**config.mk**
```make
export PLATFORM = sky130hd
export DESIGN_NAME = riscv_trace_monitor
export DESIGN_NICKNAME = d
export VERILOG_FILES = /design/src/rtl/riscv_trace_pkg.sv /design/src/rtl/trace_fifo.sv /design/src/rtl/riscv_trace_monitor.sv
export SDC_FILE = /design/constraint.sdc
export NUM_CORES = 1
export LEC_CHECK = 0
export BUFFER_PORTS_ARGS = -buffer_cell sky130_fd_sc_hd__buf_2
export CAP_MARGIN = 20
export CORE_ASPECT_RATIO = 1.5
export CORE_MARGIN = 10
export CORE_UTILIZATION = 45
export DETAILED_ROUTE_END_ITERATION = 12
export GPL_TIMING_DRIVEN = 0
export HOLD_SLACK_MARGIN = 0.06
export PLACE_DENSITY_LB_ADDON = 0.3
export SYNTH_ARGS = -nofsm -noshare
export SYNTH_HDL_FRONTEND = slang
export SYNTH_SLANG_ARGS = --single-unit
```
**constraint.sdc**
```tcl
create_clock -name CLK -period 12.85 [get_ports CLK]
set_clock_uncertainty 0.2 [all_clocks]
set_input_delay 0.6425 -clock CLK [delete_from_list [all_inputs] [get_ports CLK]]
set_output_delay 0.6425 -clock CLK [all_outputs]
set_load 0.02 [all_outputs]
```
**src/rtl/riscv_trace_pkg.sv**
```systemverilog
// Shared types for the RISC-V commit-trace monitor: record kinds, status codes,
// FSM states and the packed commit record.
package riscv_trace_pkg;

   localparam logic [1:0] TK_PLAIN = 2'd0;
   localparam logic [1:0] TK_REG   = 2'd1;
   localparam logic [1:0] TK_STORE = 2'd2;
   localparam logic [1:0] TK_BOTH  = 2'd3;

   localparam logic [1:0] ST_RUN   = 2'd0;
   localparam logic [1:0] ST_HALT  = 2'd1;
   localparam logic [1:0] ST_HANG  = 2'd2;

   typedef enum logic [1:0] {
      S_IDLE = 2'd0,
      S_RUN  = 2'd1,
      S_DONE = 2'd2
   } state_t;

   typedef struct packed {
      logic [1:0]  kind;
      logic [31:0] pc;
      logic [31:0] addr;
      logic [31:0] data;
   } trace_rec_t;

   localparam int unsigned REC_W = $bits(trace_rec_t);

   // Builds one commit record; a write to x0 degrades to a plain record.
   function automatic trace_rec_t form_rec(
      input logic [31:0] pc,
      input logic        rf_we,
      input logic [4:0]  rf_wa,
      input logic [31:0] rf_wd,
      input logic        dm_we,
      input logic [31:0] dm_addr,
      input logic [31:0] dm_data
   );
      trace_rec_t r;
      r.kind = {dm_we, rf_we && (rf_wa != 5'd0)};
      r.pc   = pc;
      r.addr = '0;
      r.data = '0;
      if (dm_we) begin
         r.addr = dm_addr;
         r.data = dm_data;
      end else if (r.kind == TK_REG) begin
         r.addr = {27'b0, rf_wa};
         r.data = rf_wd;
      end
      return r;
   endfunction

endpackage

```
**src/rtl/trace_fifo.sv**
```systemverilog
// Circular record buffer with extra-bit full/empty, optional overwrite-oldest
// mode and a sticky overflow flag.
module trace_fifo #(
   parameter int unsigned DEPTH     = 16,
   parameter int unsigned AW        = $clog2(DEPTH),
   parameter int unsigned W         = 8,
   parameter int unsigned OVERWRITE = 0
) (
   input  logic         CLK,
   input  logic         RST,
   input  logic         push,
   input  logic [W-1:0] push_data,
   input  logic         pop_ready,
   output logic         out_valid,
   output logic [W-1:0] out_data,
   output logic         overflow
);

   logic [W-1:0] mem [DEPTH];
   logic [AW:0]  wr_ptr;
   logic [AW:0]  rd_ptr;
   logic         empty_c;
   logic         full_c;
   logic         pop_c;
   logic         wr_en_c;

   assign empty_c = (wr_ptr == rd_ptr);
   assign full_c  = (wr_ptr[AW] != rd_ptr[AW]) && (wr_ptr[AW-1:0] == rd_ptr[AW-1:0]);
   assign pop_c   = !empty_c && pop_ready;
   // A full buffer still accepts when a pop frees the slot or in overwrite mode.
   assign wr_en_c = push && (!full_c || pop_c || (OVERWRITE != 0));

   always_ff @(posedge CLK) begin
      if (wr_en_c) mem[wr_ptr[AW-1:0]] <= push_data;
   end

   always_ff @(posedge CLK) begin
      if (RST) begin
         wr_ptr   <= '0;
         rd_ptr   <= '0;
         overflow <= 1'b0;
      end else begin
         if (wr_en_c) wr_ptr <= wr_ptr + (AW+1)'(1);
         if (pop_c || (wr_en_c && full_c)) rd_ptr <= rd_ptr + (AW+1)'(1);
         if (push && full_c && !pop_c) overflow <= 1'b1;
      end
   end

   assign out_valid = !empty_c;
   assign out_data  = empty_c ? '0 : mem[rd_ptr[AW-1:0]];

endmodule

```
**src/rtl/riscv_trace_monitor.sv**
```systemverilog
// Commit-trace monitor: record formation, cycle/retire counters and halt/hang FSM.
// Optional RISCV_TRACE_FILTER_EN adds FILT_EN to suppress plain records.
module riscv_trace_monitor
   import riscv_trace_pkg::*;
#(
   parameter int unsigned DEPTH       = 16,
   parameter int unsigned AW          = $clog2(DEPTH),
   parameter int unsigned HALT_REPEAT = 3,
   parameter int unsigned STALL_LIMIT = 1024,
   parameter int unsigned OVERWRITE   = 0,
   parameter int unsigned CNT_W       = 32
) (
   input  logic             CLK,
   input  logic             RST,
   input  logic             RET_VALID,
   input  logic [31:0]      RET_PC,
   input  logic             RF_WE,
   input  logic [4:0]       RF_WA,
   input  logic [31:0]      RF_WD,
   input  logic             DM_WE,
   input  logic [31:0]      DM_ADDR,
   input  logic [31:0]      DM_DATA,
`ifdef RISCV_TRACE_FILTER_EN
   input  logic             FILT_EN,
`endif
   output logic             TR_VALID,
   input  logic             TR_READY,
   output logic [1:0]       TR_KIND,
   output logic [31:0]      TR_PC,
   output logic [31:0]      TR_ADDR,
   output logic [31:0]      TR_DATA,
   output logic [CNT_W-1:0] CYCLE_CNT,
   output logic [CNT_W-1:0] RETIRE_CNT,
   output logic             DONE,
   output logic [1:0]       STATUS,
   output logic             OVERFLOW
);

   localparam int unsigned RPT_W = $clog2(HALT_REPEAT + 1);
   localparam int unsigned IDL_W = $clog2(STALL_LIMIT + 1);

   state_t           state;
   logic [RPT_W-1:0] rep_cnt;
   logic [IDL_W-1:0] idle_cnt;
   logic [31:0]      last_pc;

   trace_rec_t       rec_c;
   trace_rec_t       head;
   logic             accept_c;
   logic             push_c;
   logic [RPT_W-1:0] rep_next_c;
   logic             halt_c;
   logic             hang_c;

   assign rec_c    = form_rec(RET_PC, RF_WE, RF_WA, RF_WD, DM_WE, DM_ADDR, DM_DATA);
   assign accept_c = RET_VALID && (state != S_DONE);
`ifdef RISCV_TRACE_FILTER_EN
   assign push_c   = accept_c && !(FILT_EN && (rec_c.kind == TK_PLAIN));
`else
   assign push_c   = accept_c;
`endif

   // rep_cnt==0 means no previous retire; the first one always starts a run of 1.
   assign rep_next_c = ((rep_cnt != '0) && (RET_PC == last_pc)) ? rep_cnt + RPT_W'(1)
                                                                : RPT_W'(1);
   assign halt_c     = accept_c && (rep_next_c == RPT_W'(HALT_REPEAT));
   assign hang_c     = (state == S_RUN) && (idle_cnt == IDL_W'(STALL_LIMIT));

   always_ff @(posedge CLK) begin
      if (RST) begin
         state      <= S_IDLE;
         STATUS     <= ST_RUN;
         DONE       <= 1'b0;
         CYCLE_CNT  <= '0;
         RETIRE_CNT <= '0;
         rep_cnt    <= '0;
         idle_cnt   <= '0;
         last_pc    <= '0;
      end else begin
         case (state)
            S_IDLE: begin
               if (accept_c) begin
                  RETIRE_CNT <= RETIRE_CNT + CNT_W'(1);
                  last_pc    <= RET_PC;
                  rep_cnt    <= rep_next_c;
                  if (halt_c) begin
                     state  <= S_DONE;
                     STATUS <= ST_HALT;
                     DONE   <= 1'b1;
                  end else begin
                     state  <= S_RUN;
                  end
               end
            end
            S_RUN: begin
               if (CYCLE_CNT != {CNT_W{1'b1}}) CYCLE_CNT <= CYCLE_CNT + CNT_W'(1);
               if (accept_c) begin
                  if (RETIRE_CNT != {CNT_W{1'b1}}) RETIRE_CNT <= RETIRE_CNT + CNT_W'(1);
                  last_pc  <= RET_PC;
                  rep_cnt  <= rep_next_c;
                  idle_cnt <= '0;
               end else if (idle_cnt != IDL_W'(STALL_LIMIT)) begin
                  idle_cnt <= idle_cnt + IDL_W'(1);
               end
               // Halt takes priority over a hang detected in the same cycle.
               if (halt_c) begin
                  state  <= S_DONE;
                  STATUS <= ST_HALT;
                  DONE   <= 1'b1;
               end else if (hang_c) begin
                  state  <= S_DONE;
                  STATUS <= ST_HANG;
                  DONE   <= 1'b1;
               end
            end
            S_DONE: begin
               state <= S_DONE;
            end
            default: begin
               state <= S_IDLE;
            end
         endcase
      end
   end

   trace_fifo #(
      .DEPTH     (DEPTH),
      .AW        (AW),
      .W         (REC_W),
      .OVERWRITE (OVERWRITE)
   ) u_fifo (
      .CLK       (CLK),
      .RST       (RST),
      .push      (push_c),
      .push_data (rec_c),
      .pop_ready (TR_READY),
      .out_valid (TR_VALID),
      .out_data  (head),
      .overflow  (OVERFLOW)
   );

   assign TR_KIND = head.kind;
   assign TR_PC   = head.pc;
   assign TR_ADDR = head.addr;
   assign TR_DATA = head.data;

endmodule

```
==> flow_summary.json <==
{
  "status": "finished, final reports clean",
  "die_area_mm2": 0.163,
  "rows": 172,
  "design_area_mm2": 0.0777,
  "antenna_found_initial": 13,
  "p_comb_frac": 0.201,
  "grt_first_pass_wirelength_um": 246000,
  "mostFrequentLayoutCells": "edfxtp_1, mux4_2, buf_2",
  "first_pass_iters": 5,
  "htree_levels": 4,
  "boundaryPins": 306,
  "powerDensity_mw_per_mm2": 174,
  "post-route-util": 0.531,
  "peakVddDrop_v": 0.000176,
  "p_leak_nw": 25.0,
  "worstSetupPathType": "flip-flop to output port",
  "synthFlopType": "edfxtp_1",
  "post-dp-hpwl_um": 113000,
  "relSlewSlack": 0.246,
  "ant_nets": 0,
  "nFillCells": 11400,
  "ys_seq_area_frac": 0.751,
  "whs_ps": 97.8,
  "finalWirelength_um": 171000,
  "period_needed_ps": 5220,
  "viasPerCell": 5.78,
  "p_clk_frac": 0.329,
  "maxCapViolCount": 0,
  "drive_above_1_share": 0.318,
  "setup_viol": 0,
  "syn_inst": 3171,
  "pre_cts_ws_ps": 8440,
  "syn_avg_cell_area_um2": 20.8,
  "core_mm2": 0.146,
  "synth_top_family_by_area": "multiplexers",
  "gp_congestion": 0.789,
  "period_share": 0.406,
  "die_y_um": 489,
  "synth_fp_nets": 3324,
  "clockBufferDepth": 3,
  "crit_path_max_fanout": 10,
  "max_slew.worst_pin.slew_ps": 1130,
  "final_common_cell": "edfxtp_1",
  "clkTransAtPathRegs_ps": 70,
  "critPathLaunchType": "flip-flop",
  "grt_max_degree": 40,
  "critical_path_required_ps": 12010,
  "initial_utilization": 0.452,
  "vias": 33900,
  "p_switching_mw": 3.70,
  "clock-sinks": 1697,
  "swShare": 0.274,
  "synth_edf_count": 1568,
  "hold_path_class": "input port to flip-flop",
  "setup_ws_ps": 7630,
  "synthXorXnorAreaFrac": 0.0138,
  "wl_per_cell_um": 29.1,
  "cts_root_buffer": "clkbuf_16",
  "cts_made_buffers": 157,
  "grt_pass1_vias": 35200,
  "fp.dieW_um": 333,
  "track_usage": 0.209,
  "worstSetupEndpointType": "output port",
  "async_reset_ff_frac": 0,
  "synthSimpleGateAreaFrac": 0.0431,
  "cts_tree": "yes",
  "area_growth_pct": 17.5,
  "crit_arrival_ps": 4380,
  "yosysWarnings": 0,
  "p_int_mw": 9.81,
  "synth_compound_area_frac": 0.0106,
  "max_freq_ghz": 0.192,
  "overflow": 0,
  "hold_viol": 0,
  "tns_ps": 0,
  "drt_iter0_drc": 3435,
  "clock_latency_ps": 800,
  "ys_types": 53,
  "drc": 0,
  "finalPower_mw": 13.5,
  "dp.cells": 5547,
  "netlist_area_mm2": 0.0661,
  "instances_no_fill": 5867,
  "grt_setup_unrepaired": "no",
  "synth_mux_area_frac": 0.168,
  "seq_power_share": 0.470,
  "placed_cell_area_mm2": 0.0725,
  "slew_violations": 0,
  "io_buffers": 305,
  "synthAdderAreaFrac": 0.00265,
  "ys_seq_elements": 1697,
  "nNetsFinal": 3979
}
[worst max-delay path, stage by stage, from the launching register on]
cell	delay [ps]
dfxtp_1	320
clkbuf_1	180
clkbuf_1	820
clkbuf_1	870
mux4_2	460
mux4_2	490
and2_1	240
buf_2	190
[sequential cells by signal, indices dropped and copies added, names as in the netlist, named ones only]
signal	count
DONE	1
u_fifo.wr_ptr	5
RETIRE_CNT	32
state	2
CYCLE_CNT	32
u_fifo.rd_ptr	5
last_pc	32
STATUS	2
rep_cnt	2
idle_cnt	11
u_fifo.overflow	1
u_fifo.mem	1568
[cell type report]
class / count / area, um^2 / share of cell area
sequential: 1697 / 49700 / 0.639
multi-input combinational: 1296 / 15800 / 0.204
clock buffer: 197 / 4220 / 0.0543
timing repair buffer: 496 / 4210 / 0.0542
tap: 1914 / 2390 / 0.0308
buffer: 163 / 683 / 0.00880
clock inverter: 86 / 621 / 0.00799
inverter: 15 / 56.3 / 0.000725
antenna: 3 / 7.51 / 0.0000967
[repair_timing]
| action | 4_1_cts | 5_1_grt |
|---|---|---|
| endpoints found under the hold margin | 367 | 0 |
| endpoints found under the setup margin | 0 | 0 |
| gates resized for setup | 0 | 0 |
| setup buffers | 0 | 0 |
| hold buffers | 29 | 0 |
[cells by family (layout without fill, tap and decap cells)]
logic type,count (synthesis),count (layout)
AO/OA/AOI/OAI,124,124
XOR/XNOR,104,104
adder cells (fa/ha/maj),14,14
buffers and inverters,178,957
flip-flops,1697,1697
multiplexers,494,494
other,0,3
AND/OR/NAND/NOR,560,560
[synth_stat cells (12+ instances only)]
cell type / instances / area share
nor3_1: 20 / 0.0015
clkbuf_1: 105 / 0.0060
o21ai_0: 51 / 0.0039
mux4_2: 490 / 0.17
nor2_1: 100 / 0.0057
nand2_1: 180 / 0.010
dfxtp_1: 129 / 0.039
a21oi_1: 54 / 0.0041
xor2_1: 66 / 0.0087
buf_2: 47 / 0.0036
or3_1: 12 / 0.0011
edfxtp_1: 1568 / 0.71
inv_1: 15 / 0.00085
nand4_1: 25 / 0.0024
xnor2_1: 38 / 0.0050
nand3_1: 29 / 0.0022
ha_1: 14 / 0.0026
and2_1: 130 / 0.012
[final timing paths]
check | end | slack, ps | cells after the start | start
setup reg to reg | u_fifo.mem[1][49] | 8450 | 13 | state[0]
hold reg to reg | DONE | 250 | 2 | DONE
hold / removal | last_pc[30] | 100 | 3 | RET_PC[30]
setup / recovery | TR_PC[31] | 7630 | 7 | flip-flop
[power groups by stage]
stage	registers (mW)	clock network, mW	logic (mW)
after detailed placement	6.46	0	2.76
final	6.34	4.45	2.71
after CTS	6.34	4.51	2.78
after floorplan	6.49	0	1.66
after global placement	6.57	0	2.64
after global routing	6.36	4.72	2.90
[per-layer routing]
layer	wire [um]	share of wire	vias to the layer above	GRT usage
li1	-	-	14300	-
met1	67000	0.39	18000	0.272
met2	85800	0.50	1407	0.351
met3	13900	0.082	243	0.0507
met4	3910	0.023	8	0.0542
met5	60	0.00035	-	0
Power figures use the tool's default switching activity.
